File: config.mk
export PLATFORM = sky130hd
export DESIGN_NAME = mem_port_arbiter_flat
export DESIGN_NICKNAME = d
export VERILOG_FILES = /design/src/rtl/mem_port_arbiter_if.sv /design/src/rtl/mem_port_arbiter.sv /design/src/flat_wrapper.sv
export SDC_FILE = /design/constraint.sdc
export NUM_CORES = 1
export LEC_CHECK = 0
export CAP_MARGIN = 20
export CORE_MARGIN = 4
export CORE_UTILIZATION = 40
export CTS_BUF_LIST = sky130_fd_sc_hd__clkbuf_16
export DETAILED_ROUTE_END_ITERATION = 8
export PLACE_DENSITY = 0.8
export SYNTH_ARGS = -nofsm -noshare
export SYNTH_HDL_FRONTEND = slang
export SYNTH_SLANG_ARGS = --single-unit
export TNS_END_PERCENT = 50
File: constraint.sdc
create_clock -name clk -period 1.9 [get_ports clk]
set_input_delay 0.285 -clock clk [delete_from_list [all_inputs] [get_ports clk]]
set_output_delay 0.285 -clock clk [all_outputs]
set_load 0.03 [all_outputs]
File: src/rtl/mem_port_arbiter_if.sv
// Requester and memory-side signal bundle for mem_port_arbiter.
// The arbiter uses the slave modport; the requesters and memory model use master.
interface mem_port_arbiter_if #(
  parameter int unsigned ADDR_W = 8,
  parameter int unsigned DATA_W = 32
);
  logic              i_req;
  logic [ADDR_W-1:0] i_addr;
  logic              i_done;
  logic              d_req;
  logic              d_we;
  logic [ADDR_W-1:0] d_addr;
  logic [DATA_W-1:0] d_wdata;
  logic              d_done;
  logic [DATA_W-1:0] rdata;
  logic              mem_en;
  logic              mem_we;
  logic [ADDR_W-1:0] mem_addr;
  logic [DATA_W-1:0] mem_wdata;
  logic [DATA_W-1:0] mem_rdata;
  logic              busy;

  modport slave (
    input  i_req, i_addr, d_req, d_we, d_addr, d_wdata, mem_rdata,
    output i_done, d_done, rdata, mem_en, mem_we, mem_addr, mem_wdata, busy
  );

  modport master (
    output i_req, i_addr, d_req, d_we, d_addr, d_wdata, mem_rdata,
    input  i_done, d_done, rdata, mem_en, mem_we, mem_addr, mem_wdata, busy
  );
endinterface

File: src/rtl/mem_port_arbiter.sv
// Shares one single-ported synchronous memory between fetch (I) and load/store (D) requesters.
// Define ARB_RR_EN for round-robin tie-breaking; otherwise D has fixed priority over I.
module mem_port_arbiter #(
  parameter int unsigned ADDR_W  = 8,
  parameter int unsigned DATA_W  = 32,
  parameter int unsigned MEM_LAT = 1
) (
  input logic               clk,
  input logic               reset,
  mem_port_arbiter_if.slave bus
);

  localparam int unsigned CNT_W = 4;

  typedef enum logic [1:0] {IDLE, ISSUE, WAIT, DONE} state_t;
  typedef enum logic {PORT_I = 1'b0, PORT_D = 1'b1} port_t;

  state_t            state, state_nxt;
  port_t             owner, owner_nxt;
  logic [CNT_W-1:0]  cnt, cnt_nxt;
  logic              pick_d;

  logic              i_done_q, i_done_nxt;
  logic              d_done_q, d_done_nxt;
  logic              mem_en_q, mem_en_nxt;
  logic              mem_we_q, mem_we_nxt;
  logic              busy_q, busy_nxt;
  logic [ADDR_W-1:0] mem_addr_q, mem_addr_nxt;
  logic [DATA_W-1:0] mem_wdata_q, mem_wdata_nxt;
  logic [DATA_W-1:0] rdata_q, rdata_nxt;

  // Arbitration; owner records the port of the current/most recent grant.
`ifdef ARB_RR_EN
  assign pick_d = bus.d_req && (!bus.i_req || (owner == PORT_I));
`else
  assign pick_d = bus.d_req;
`endif

  always_ff @(posedge clk or negedge reset) begin
    if (!reset) begin
      state       <= IDLE;
      owner       <= PORT_I;
      cnt         <= '0;
      i_done_q    <= 1'b0;
      d_done_q    <= 1'b0;
      mem_en_q    <= 1'b0;
      mem_we_q    <= 1'b0;
      busy_q      <= 1'b0;
      mem_addr_q  <= '0;
      mem_wdata_q <= '0;
      rdata_q     <= '0;
    end else begin
      state       <= state_nxt;
      owner       <= owner_nxt;
      cnt         <= cnt_nxt;
      i_done_q    <= i_done_nxt;
      d_done_q    <= d_done_nxt;
      mem_en_q    <= mem_en_nxt;
      mem_we_q    <= mem_we_nxt;
      busy_q      <= busy_nxt;
      mem_addr_q  <= mem_addr_nxt;
      mem_wdata_q <= mem_wdata_nxt;
      rdata_q     <= rdata_nxt;
    end
  end

  // Next state and next values of every registered output.
  always_comb begin
    state_nxt     = state;
    owner_nxt     = owner;
    cnt_nxt       = cnt;
    i_done_nxt    = 1'b0;
    d_done_nxt    = 1'b0;
    mem_en_nxt    = 1'b0;
    mem_we_nxt    = mem_we_q;
    mem_addr_nxt  = mem_addr_q;
    mem_wdata_nxt = mem_wdata_q;
    rdata_nxt     = rdata_q;

    case (state)
      IDLE: begin
        if (bus.i_req || bus.d_req) begin
          state_nxt  = ISSUE;
          mem_en_nxt = 1'b1;
          if (pick_d) begin
            owner_nxt     = PORT_D;
            mem_we_nxt    = bus.d_we;
            mem_addr_nxt  = bus.d_addr;
            mem_wdata_nxt = bus.d_wdata;
          end else begin
            owner_nxt     = PORT_I;
            mem_we_nxt    = 1'b0;
            mem_addr_nxt  = bus.i_addr;
          end
        end
      end
      ISSUE: begin
        cnt_nxt   = CNT_W'(MEM_LAT);
        state_nxt = WAIT;
      end
      WAIT: begin
        cnt_nxt = cnt - CNT_W'(1);
        // Memory data is valid exactly when the count reaches its last cycle.
        if (cnt == CNT_W'(1)) begin
          state_nxt  = DONE;
          i_done_nxt = (owner == PORT_I);
          d_done_nxt = (owner == PORT_D);
          if (!mem_we_q) begin
            rdata_nxt = bus.mem_rdata;
          end
        end
      end
      DONE: begin
        state_nxt = IDLE;
      end
      default: begin
        state_nxt = IDLE;
      end
    endcase

    busy_nxt = (state_nxt != IDLE);
  end

  assign bus.i_done    = i_done_q;
  assign bus.d_done    = d_done_q;
  assign bus.mem_en    = mem_en_q;
  assign bus.mem_we    = mem_we_q;
  assign bus.mem_addr  = mem_addr_q;
  assign bus.mem_wdata = mem_wdata_q;
  assign bus.rdata     = rdata_q;
  assign bus.busy      = busy_q;

endmodule

File: src/flat_wrapper.sv
// flat-port wrapper written by rule: the top's interface ports become plain ports
module mem_port_arbiter_flat 
#(
  parameter int unsigned ADDR_W  = 8,
  parameter int unsigned DATA_W  = 32,
  parameter int unsigned MEM_LAT = 1
)
  (clk, reset, bus_i_req, bus_i_addr, bus_d_req, bus_d_we, bus_d_addr, bus_d_wdata, bus_mem_rdata, bus_i_done, bus_d_done, bus_rdata, bus_mem_en, bus_mem_we, bus_mem_addr, bus_mem_wdata, bus_busy);
  mem_port_arbiter_if #(.ADDR_W(ADDR_W), .DATA_W(DATA_W)) bus_i ();
  input logic clk;
  input logic reset;
  input wire logic [$bits(bus_i.i_req)-1:0] bus_i_req;
  input wire logic [$bits(bus_i.i_addr)-1:0] bus_i_addr;
  input wire logic [$bits(bus_i.d_req)-1:0] bus_d_req;
  input wire logic [$bits(bus_i.d_we)-1:0] bus_d_we;
  input wire logic [$bits(bus_i.d_addr)-1:0] bus_d_addr;
  input wire logic [$bits(bus_i.d_wdata)-1:0] bus_d_wdata;
  input wire logic [$bits(bus_i.mem_rdata)-1:0] bus_mem_rdata;
  output wire logic [$bits(bus_i.i_done)-1:0] bus_i_done;
  output wire logic [$bits(bus_i.d_done)-1:0] bus_d_done;
  output wire logic [$bits(bus_i.rdata)-1:0] bus_rdata;
  output wire logic [$bits(bus_i.mem_en)-1:0] bus_mem_en;
  output wire logic [$bits(bus_i.mem_we)-1:0] bus_mem_we;
  output wire logic [$bits(bus_i.mem_addr)-1:0] bus_mem_addr;
  output wire logic [$bits(bus_i.mem_wdata)-1:0] bus_mem_wdata;
  output wire logic [$bits(bus_i.busy)-1:0] bus_busy;
  assign bus_i.i_req = bus_i_req;
  assign bus_i.i_addr = bus_i_addr;
  assign bus_i.d_req = bus_d_req;
  assign bus_i.d_we = bus_d_we;
  assign bus_i.d_addr = bus_d_addr;
  assign bus_i.d_wdata = bus_d_wdata;
  assign bus_i.mem_rdata = bus_mem_rdata;
  assign bus_i_done = bus_i.i_done;
  assign bus_d_done = bus_i.d_done;
  assign bus_rdata = bus_i.rdata;
  assign bus_mem_en = bus_i.mem_en;
  assign bus_mem_we = bus_i.mem_we;
  assign bus_mem_addr = bus_i.mem_addr;
  assign bus_mem_wdata = bus_i.mem_wdata;
  assign bus_busy = bus_i.busy;
  mem_port_arbiter #(.ADDR_W(ADDR_W), .DATA_W(DATA_W), .MEM_LAT(MEM_LAT)) u_core (.clk(clk), .reset(reset), .bus(bus_i));
endmodule
==> impl_metrics.csv <==
group,metric,value,unit
synth,synth_top_area_frac,0.638,
worst_hold_path,min_to,"u_core.bus.i_done",
synth,yosysUniqueCellTypes,23,
worst_setup_path,r2r-start,"u_core.state[0]",
worst_hold_path,min_path_cells,1,
pwr,power_frac_comb,0.540,
worst_setup_path,cp.required,2.10,ns
finish,antenna_cells,0,
worst_hold_path,min_from,"u_core.owner",
clock_tree,cts_hold_buf,1,
global_routing,gr-total-overflow,0,
die,num_io_pins,162,
worst_setup_path,critPathLaunchType,"flip-flop",
pwr,power.internal,6.23,mW
pwr,p_clk_frac,0.151,
outcome,outcome,"finished, final reports clean",
finish,filler_cell_count,581,
worst_setup_path,arrival,1.99,ns
sta,timing.final.ws_setup,0.112,ns
synth,syn_area,3300,sq um
clock_tree,clk_latency,0.33,ns
sta,rsz0062_at_grt,"no",
die,core_area,7890,sq um
worst_setup_path,critical_path_class,"flip-flop to flip-flop",
pwr,ir_drop,0.000954,V
drt,first_pass_iters,6,
clock_tree,cts_resized,0,
pwr,switching_share,0.395,
worst_setup_path,rrSetupSlack,0.11,ns
worst_setup_path,rr_worst_depth,6,
worst_setup_path,critPathMaxStageDelay,0.36,ns
die,dieArea,9760,sq um
sta,fin_crit,1.79,ns
finish,drive_above_1_share,0.217,
drt,wl,8040,um
clock_tree,ctsLongestPathBuffers,2,
pwr,power_density,1930,nW/um^2
synth,synth_seq_area_share,0.638,
drt,vias_per_cell,4.79,
global_routing,grt_pass1_vias,2571,
die,die_x,98.8,um
synth,syn-instance-count,216,
global_routing,grt_pass1_wl,12800,um
sta,finalClockSkew,0.00519,ns
sta,hold_viol,0,
synth,synthFlopType,"dfrtp_1",
clock_tree,cts.sinks,84,
global_routing,antenna_found_initial,0,
clock_tree,path_clk_slew,0.06,ns
sta,post-route-period-util,0.941,
worst_setup_path,cp_slowest_cell,"dfrtp_1",
clock_tree,clockRootBuffer,"clkbuf_16",
synth,synth-seq-cells,84,
worst_setup_path,timing.rr.end,"u_core.bus.rdata[19]",
worst_hold_path,hold_class,"flip-flop to flip-flop",
drt,initialDrtViolationCount,41,
pwr,power.total,10.3,mW
clock_tree,cts_tree,"built",
drt,avgRoutedWirePerCell,16.3,um
die,initial_utilization,0.418,
place,gp_congestion,0.747,
worst_setup_path,crit_family,"flip-flops",
global_routing,grt_usage,0.167,
pwr,seq_power_share,0.309,
sta,fmax,559,MHz
clock_tree,postCtsSetupRepairBufs,0,
finish,area_growth,61.9,%
synth,synthArstFlopShare,1.00,
drt,dr_total_vias,2366,
synth,syn_nets,306,
drt,drc,0,
die,die_h,98.8,um
place,pre_cts_slack,0.129,ns
run,cap_violations,0,
pwr,netSwitchingPower,4.06,mW
pwr,power.leakage,2.26,nW
clock_tree,cts_buffers,9,
place,io_buffers,161,
sta,tightestPinTransition,0.426,ns
synth,yosys_warnings,0,
worst_setup_path,crit_chain,"inv_1, ha_1, nand4bb_4, nor2_4, buf_12, mux2_2",
sta,tns,0,ns
clock_tree,htreeDepth,3,
drt,drt.antenna.violating_nets,0,
synth,yosys.area.top_type,"dfrtp_1",
global_routing,grt_max_degree,35,
synth,avgSynthCellArea,15.3,sq um
sta,slew_headroom,0.716,
synth,synthTopCellsByArea,"dfrtp_1 64%, mux2_2 21%, mux2i_1 2.7%",
sta,drv_slew,0,
sta,setup_viol,0,
worst_setup_path,crit_fanout,32,
place,hpwlAfterDp,6190,um
worst_setup_path,critPathCaptureType,"flip-flop",
die,rows,32,
worst_setup_path,crit_buf_inv,2,
finish,final_net_count,477,
synth,synth_edf_count,0,
finish,final_util,0.677,
-- final cells by class --
class | count | area (sq um) | share of cell area
Sequential cell | 84 | 2100 | 0.394
Timing Repair Buffer | 168 | 1700 | 0.319
Multi-Input combinational cell | 117 | 1110 | 0.208
Clock buffer | 9 | 225 | 0.0422
Tap cell | 102 | 128 | 0.0239
Clock inverter | 7 | 45.0 | 0.00844
Inverter | 7 | 26.3 | 0.00492
-- cells in the mapped netlist (3+ instances only) --
| master | instances |
|---|---|
| o21ai_0 | 11 |
| dfrtp_1 | 84 |
| inv_1 | 7 |
| mux2i_1 | 9 |
| buf_6 | 3 |
| ha_1 | 5 |
| mux2_1 | 3 |
| mux2_2 | 62 |
| nand2_1 | 12 |
| buf_2 | 5 |
| nor2_1 | 3 |
-- layout by cell type, fill, tap and decap left out, types with 2 or more instances in the layout --
| cell | synthesis | layout |
|---|---|---|
| clkinv_4 | 0 | 2 |
| nand2_1 | 12 | 12 |
| clkdlybuf4s50_1 | 0 | 160 |
| clkinvlp_4 | 0 | 2 |
| mux2_1 | 3 | 3 |
| o21ai_0 | 11 | 11 |
| buf_12 | 0 | 3 |
| mux2_2 | 62 | 62 |
| dfrtp_1 | 84 | 84 |
| buf_4 | 0 | 4 |
| ha_1 | 5 | 5 |
| clkbuf_16 | 0 | 9 |
| inv_1 | 7 | 8 |
| mux2i_1 | 9 | 9 |
| nor2_1 | 3 | 3 |
-- power groups by stage --
stage                     combinational, mW  sequential [mW]  clock, mW
final                                  5.56             3.17       1.55
after floorplan                        1.67             4.82          0
after CTS                              5.65             3.19       1.60
after global routing                   5.88             3.29       1.68
after detailed placement               5.62             3.22          0
after global placement                 5.50             3.16          0
-- worst register-to-register path, cell delays in order, from the launching register on --
cell	delay [ns]
dfrtp_1	0.36
inv_1	0.11
ha_1	0.33
nand4bb_4	0.16
nor2_4	0.12
buf_12	0.21
mux2_2	0.38
-- sequential cells by signal, indices dropped and copies added, names as in the netlist --
register,flops
u_core.bus.mem_wdata,32
u_core.cnt,4
u_core.bus.i_done,1
u_core.owner,1
u_core.state,2
u_core.bus.mem_we,1
u_core.bus.d_done,1
u_core.bus.mem_en,1
u_core.bus.busy,1
u_core.bus.mem_addr,8
u_core.bus.rdata,32
-- worst max-delay path by stage --
stage,endpoint,start,cells after the start,slack [ns]
final,u_core.bus.rdata[19],u_core.state[0],6,0.11
after global routing,u_core.bus.rdata[19],u_core.state[0],6,0.03
after CTS,u_core.bus.rdata[19],u_core.state[0],6,0.11
after detailed placement,u_core.bus.rdata[19],u_core.state[0],6,0.13
after global placement,u_core.bus.rdata[21],u_core.state[0],6,0.18
after floorplan,u_core.bus.rdata[1],u_core.state[0],6,0.27
-- metal layers --
| metal | global-route usage | wire length (um) | share of wire | vias up |
|---|---|---|---|---|
| li1 | - | - | - | 1097 |
| met1 | 0.188 | 3040 | 0.38 | 1175 |
| met2 | 0.302 | 4350 | 0.54 | 86 |
| met3 | 0.0467 | 562 | 0.070 | 8 |
| met4 | 0.0546 | 92 | 0.011 | 0 |
| met5 | 0 | 0 | 0 | - |
-- per-stage QoR --
| stage | hold slack (ns) | instances | instance area, sq um |
|---|---|---|---|
| 5_1_grt | 0.445 | 494 | 5340 |
| 2_1_floorplan | -0.0106 | 216 | 3300 |
| 3_3_place_gp | 0.248 | 477 | 5060 |
| 6_report | 0.425 | 494 | 5340 |
| 3_5_place_dp | 0.248 | 477 | 5060 |
| 4_1_cts | 0.424 | 494 | 5340 |
-- kinds of logic after synthesis --
group	after synthesis	share of synthesized area
AO/OA/AOI/OAI	16	0.0285
adder cells (fa/ha/maj)	5	0.0190
buffers and inverters	15	0.0258
flip-flops	84	0.638
multiplexers	74	0.249
AND/OR/NAND/NOR	22	0.0395
(Power assumes the default switching activity.)
